$ cat src/rtl/aes_rk_fetch.sv
`default_nettype none
// ============================================================================
// Module      : aes_rk_fetch
// Description : Fetches one 128-bit AES round key from a key expander, one
//               32-bit word per cycle, and hands it to a consumer.
// Revision    : 1.0
// ============================================================================
module aes_rk_fetch #(
  parameter int unsigned NUM_ROUNDS = 10
) (
  input  logic         clk,
  input  logic         reset,
  input  logic         ke_done,
  input  logic [31:0]  ke_round_key,
  output logic [3:0]   ke_round_key_num,
  output logic [1:0]   ke_r_index,
  input  logic         req_valid,
  input  logic [3:0]   req_num,
  output logic         req_ready,
  output logic         rk_valid,
  output logic [127:0] rk_data,
  output logic [3:0]   rk_num,
  input  logic         rk_ready,
  output logic         err_range,
  output logic         abort
);

  localparam logic [3:0] c_max_num = 4'(NUM_ROUNDS);

  typedef enum logic [1:0] {
    IDLE  = 2'd0,
    FETCH = 2'd1,
    HOLD  = 2'd2
  } state_t;

  state_t         state_q, state_d;
  logic [3:0]     num_q, num_d;
  logic [1:0]     cnt_q, cnt_d;
  logic [127:0]   asm_q, asm_d;
  logic [127:0]   rk_data_q, rk_data_d;
  logic [3:0]     rk_num_q, rk_num_d;
  logic           rk_valid_q, rk_valid_d;
  logic           err_q, err_d;
  logic           abort_q, abort_d;

  logic           w_accept;
  logic [127:0]   w_asm_new;

  assign req_ready        = ke_done && ((state_q == IDLE) || ((state_q == HOLD) && rk_ready));
  assign w_accept         = req_valid && req_ready;
  assign ke_round_key_num = num_q;
  assign ke_r_index       = (state_q == FETCH) ? cnt_q : 2'd0;
  assign rk_valid         = rk_valid_q;
  assign rk_data          = rk_data_q;
  assign rk_num           = rk_num_q;
  assign err_range        = err_q;
  assign abort            = abort_q;

  // Assembly register with this cycle's expander word dropped into slot cnt.
  always_comb begin
    w_asm_new = asm_q;
    case (cnt_q)
      2'd0:    w_asm_new[127:96] = ke_round_key;
      2'd1:    w_asm_new[95:64]  = ke_round_key;
      2'd2:    w_asm_new[63:32]  = ke_round_key;
      default: w_asm_new[31:0]   = ke_round_key;
    endcase
  end

  always_comb begin
    state_d    = state_q;
    num_d      = num_q;
    cnt_d      = cnt_q;
    asm_d      = asm_q;
    rk_data_d  = rk_data_q;
    rk_num_d   = rk_num_q;
    rk_valid_d = rk_valid_q;
    err_d      = err_q;
    abort_d    = 1'b0;

    // Losing the key table outranks any handshake on the same edge.
    if (!ke_done && (state_q != IDLE)) begin
      state_d    = IDLE;
      rk_valid_d = 1'b0;
      cnt_d      = 2'd0;
      abort_d    = 1'b1;
    end else if (w_accept) begin
      rk_valid_d = 1'b0;
      if (req_num <= c_max_num) begin
        num_d   = req_num;
        cnt_d   = 2'd0;
        state_d = FETCH;
      end else begin
        err_d   = 1'b1;
        state_d = IDLE;
      end
    end else begin
      case (state_q)
        FETCH: begin
          asm_d = w_asm_new;
          cnt_d = cnt_q + 2'd1;
          if (cnt_q == 2'd3) begin
            rk_data_d  = w_asm_new;
            rk_num_d   = num_q;
            rk_valid_d = 1'b1;
            state_d    = HOLD;
          end
        end
        HOLD: begin
          if (rk_ready) begin
            rk_valid_d = 1'b0;
            state_d    = IDLE;
          end
        end
        default: ;
      endcase
    end
  end

  always_ff @(posedge clk) begin
    if (reset) begin
      state_q    <= IDLE;
      num_q      <= 4'd0;
      cnt_q      <= 2'd0;
      asm_q      <= 128'd0;
      rk_data_q  <= 128'd0;
      rk_num_q   <= 4'd0;
      rk_valid_q <= 1'b0;
      err_q      <= 1'b0;
      abort_q    <= 1'b0;
    end else begin
      state_q    <= state_d;
      num_q      <= num_d;
      cnt_q      <= cnt_d;
      asm_q      <= asm_d;
      rk_data_q  <= rk_data_d;
      rk_num_q   <= rk_num_d;
      rk_valid_q <= rk_valid_d;
      err_q      <= err_d;
      abort_q    <= abort_d;
    end
  end

endmodule
`default_nettype wire
$ cat config.mk
export PLATFORM = sky130hd
export DESIGN_NAME = aes_rk_fetch
export DESIGN_NICKNAME = d
export VERILOG_FILES = /design/src/rtl/aes_rk_fetch.sv
export SDC_FILE = /design/constraint.sdc
export NUM_CORES = 1
export LEC_CHECK = 0
export CAP_MARGIN = 20
export CORE_MARGIN = 1
export CORE_UTILIZATION = 25
export CTS_BUF_LIST = sky130_fd_sc_hd__clkbuf_4
export DETAILED_ROUTE_END_ITERATION = 16
export PLACE_DENSITY = 0.49
export SLEW_MARGIN = 20
export SYNTH_ARGS = -nofsm -noshare
export SYNTH_HDL_FRONTEND = slang
export SYNTH_SLANG_ARGS = --single-unit
$ cat constraint.sdc
create_clock -name clk -period 2.54 [get_ports clk]
set_input_delay 0.254 -clock clk [delete_from_list [all_inputs] [get_ports clk]]
set_output_delay 0.254 -clock clk [all_outputs]
set_load 0.02 [all_outputs]
[Word-level counts from Yosys, hierarchy flattened]
Cells that the tools add are included.
Storage, ports and cells
  register bits after elaboration: 271
  input port bits: 41
Cells by class
  $add $sub $neg: 1
  order comparisons: 1
  equality and inequality tests: 10
  muxes and demuxes: 17
  bitwise operators: 3
  reductions and logical operators: 22
Operators with widths (number)
  $mux 32: 4
  $reduce_and 3->1: 5
  $mux 2: 7
  $eq 2x2->1 const B: 3
  $reduce_bool 2->1: 3
  $reduce_or 3->1: 2
  $eq 2x1->1 const B: 2
  $le 4x4->1 const B: 1
  $logic_and 1x1->1: 4
  $logic_not 2->1: 2
  $mux 1: 4
  $ne 2x1->1 const B: 2
  $pmux 2 s2: 1
  $reduce_and 4->1: 1
  $ne 3x2->1 const B: 1
  $ne 3x3->1 const B: 1
  $not 1->1: 3
  $reduce_bool 3->1: 1
  $add 2x1->2 const B: 1
  $ne 2x2->1 const B: 1
  $pmux 1 s2: 1
  $reduce_and 2->1: 1
  $reduce_or 2->1: 1
  $logic_not 1->1: 1
  $logic_or 1x1->1: 1

[Longest topological paths before layout]
  depth after elaboration: 7
  mapped depth: 8
  depth with buffers taken out: 5

[Worst setup path after synthesis]
Ideal clock, no wire load.
  path kind: register to register
  start point: register cnt_q[0]
  end point: register rk_data_q[117], in the netlist rk_data[117]
  setup time: 0.146 ns
  data arrival time: 1.337 ns
  setup slack: 1.057 ns
  stages on the path, launching flop included: 6
  buffers on the path: 2
  period minus slack after synthesis: 1.483 ns
  cell sequence: dfxtp_1 ha_1 and4b_4 buf_2 buf_2 a211oi_2
Between the ends
  word-level cells in the longest chain between the ends: 2
  elaborated cells on any way between the ends: 4
Ends and longest elaborated chain
  start, declared: RTL line 38  | logic [1:0] cnt_q, cnt_d;
  start signal, assigned: RTL line 134  | cnt_q <= cnt_d;
  $eq 2x2->1 / $logic_not 2->1 (equally long branches): RTL line 102, 62
  $reduce_and 4->1 (no source line) / $mux 32 (equally long branches)
  end signal, assigned: RTL line 136  | rk_data_q <= rk_data_d;
  end, declared: RTL line 40  | logic [127:0] rk_data_q, rk_data_d;
Parallel ways exist; a longest one is shown, timed or not.
A chain may end at the register's enable or synchronous reset.

[Final worst setup path]
  start point: register state_q[0]
  end point: output port ke_r_index[0]
Between the ends
  word-level cells in the longest chain between the ends: 2
Ends and longest elaborated chain
  start, declared: RTL line 36  | state_t state_q, state_d;
  start signal, assigned: RTL line 132  | state_q <= state_d;
  $eq 2x1->1: RTL line 52  | assign ke_r_index = (state_q == FETCH) ? cnt_q : 2'd0;
  $mux 2: RTL line 52
  end, declared: RTL line 16  | output logic [1:0] ke_r_index,
Every way passes these cells.

==> run_results.csv <==
group,metric,value,unit
yosys,synth.largest_area_cell,"dfxtp_1",
route,dr.pass1.iters,4,
global_routing,antenna_found_initial,1,
clocking,cts_max_path_buffers,3,
layout,final_common_cell,"nand2_1",
worst_setup_path,required,2.29,ns
layout,nFillCells,3911,
global_routing,grt_overflow,0,
layout,instances_no_fill,1791,
timing,worst_slack,0.143,ns
route,vias_per_cell,4.48,
worst_setup_path,cp_top_family,"buffers and inverters",
yosys,netlist_top_cells_area,"dfxtp_1, nand2_1, mux2i_1",
worst_setup_path,cp_slowest_cell,"clkdlybuf4s50_1",
timing,max_slew_margin,53.2,%
layout,seqCellArea,4790,sq um
job,drv_cap,0,
timing,period_needed,2.40,ns
placement,dp.cells,1682,
global_routing,grt_pass1_vias,8104,
yosys,synth_seq_area_share,50.5,%
floorplan,core,37000,sq um
timing,finalMaxSlewViolations,0,
clocking,post_cts_buffers,0,
worst_setup_path,start_kind,"register",
yosys,synthCells,1069,
layout,utilization,33.8,%
worst_setup_path,cp_cell_sequence,"nor2b_4 > and2_1 > clkdlybuf4s50_1",
route,drt_iter0_drc,361,
worst_setup_path,cp_data_arrival_time,2.14,ns
worst_setup_path,crit_path_end_kind,"output pin",
route,wl_per_cell,15.6,um
clocking,path_clk_slew,0.06,ns
pwr,peakVddDrop,0.311,mV
clocking,cts_sinks,239,
placement,placed_area,11700,sq um
clocking,clk-insertion-delay-late,0.70,ns
pwr,powerDensity,609,nW/um^2
yosys,async_flop_share,0,%
layout,stdcell_area,12500,sq um
clocking,cts_tree,"built",
timing,holdWs,0.170,ns
route,drcViolationCount,0,
worst_setup_path,max_stage_delay,0.60,ns
layout,layout_common_cells,"nand2_1, dfxtp_1, clkdlybuf4s50_1",
layout,layout-drive-gt1-share,12.2,%
global_routing,grt_max_degree,136,
floorplan,row_count,70,
outcome,outcome,"finished, final reports clean",
timing,tightest_slew,0.703,ns
yosys,syn_area,9470,sq um
yosys,yosysUniqueCellTypes,34,
timing,hold_violations,0,
pwr,leakagePower,0.00405,uW
placement,place_hpwl,16800,um
placement,gp_routability_congestion,0.720,
placement,io_buffers,182,
yosys,synth_area_per_cell,8.86,sq um
yosys,yosys_warnings,0,
layout,final_net_count,1297,
timing,clock.fmax,417,MHz
yosys,synthFlopType,"dfxtp_1",
layout,area.growth.synth_to_final,31.9,%
yosys,ys_ff_latch,239,
floorplan,die_h,197,um
route,antenna_left,0,
global_routing,grtUsageTotal,14.7,%
worst_setup_path,worst-path-buf-inv,1,
yosys,syn_nets,1114,
route,num_vias,8022,
worst_hold_path,hold_path.class,"in2reg",
timing,post-route-period-util,94.4,%
clocking,htreeDepth,3,
global_routing,grt_pass1_wl,44900,um
worst_setup_path,critPathKind,"reg2out",
timing,setup_viol,0,
yosys,yosysTopAreaCellShare,50.5,%
route,drt-total-wl,28000,um
placement,pre_cts_ws,0.401,ns
floorplan,start_util,25.6,%
floorplan,ios,183,
clocking,root_buffer,"clkbuf_4",
timing,skew,0.0336,ns
floorplan,die_w,197,um
yosys,synth-edff-count,0,
clocking,cts_buffers,71,
layout,multi_input_area,4250,sq um
worst_setup_path,critPathMaxFanout,15,
floorplan,die_area,38700,sq um
==> worst register-to-register path: stages (launching register included) <==
cell	delay, ns
dfxtp_1	0.41
ha_1	0.28
and4b_4	0.31
buf_12	0.38
nor2_1	0.17
a211oi_1	0.24
==> final timing paths <==
kind               start                   to  slack, ns  cells past startpoint
min reg2reg  rk_data[18]          rk_data[18]       0.45                      2
min           req_num[2]  ke_round_key_num[2]       0.17                      3
max reg2reg     cnt_q[0]          rk_data[53]       0.64                      5
max           state_q[0]        ke_r_index[0]       0.14                      3
==> per-stage QoR <==
step                      power [uW]  setup TNS [ns]
after floorplan                 4110               0
after global placement          4320               0
after detailed placement        4320               0
after CTS                       7800               0
after global routing            8020        -0.00365
final                           7610               0
==> synth_stat cells (all sizes together) (3+ instances only) <==
library cell / count
a211oi: 96
a21oi: 134
and4b: 4
buf: 55
clkbuf: 37
dfxtp: 239
ha: 4
inv: 5
mux2i: 98
nand2: 271
nand4: 3
nand4b: 4
nor2: 99
==> power by group <==
group | internal [uW] | switching, uW | total (uW)
clock network | 1770 | 1610 | 3370
registers | 3770 | 17.4 | 3790
logic | 169 | 273 | 442
==> final cells by class <==
class                   count  area share, %
multi-input cells         733           34.0
clock buffers              93           5.59
inverters                   5          0.150
repair buffers            202           16.2
flip-flops and latches    239           38.3
diodes                      2         0.0401
well taps                 504           5.05
clock inverters            13          0.601
==> per-layer routing <==
layer	vias to the layer above	global-route usage, %	routed length, um
li1	4047	-	-
met1	3751	18.1	12900
met2	174	24.3	13100
met3	50	4.02	1450
met4	0	5.89	603
met5	-	0	0
==> cell families after synthesis <==
kind of cell / after synthesis / share of synthesized area, %
buffers and inverters: 97 / 4.78
muxes: 98 / 10.4
AOI/OAI and AO/OA: 241 / 17.5
DFF: 239 / 50.5
adders and majority gates: 4 / 0.529
and+or+nand+nor: 390 / 16.3
==> flip-flops by register name, indices dropped and copies added, names as in the netlist <==
name              flops
rk_num                4
ke_round_key_num      4
cnt_q                 2
err_range             1
asm_q                96
abort                 1
state_q               2
rk_valid              1
rk_data             128
==> timing repair <==
action	CTS	global route
gates cloned	0	0
hold buffers	1	0
hold endpoints to repair	39	0
gates resized for setup	2	2
setup endpoints to repair	2	2
No activity file was read; power rests on OpenSTA's default activity.
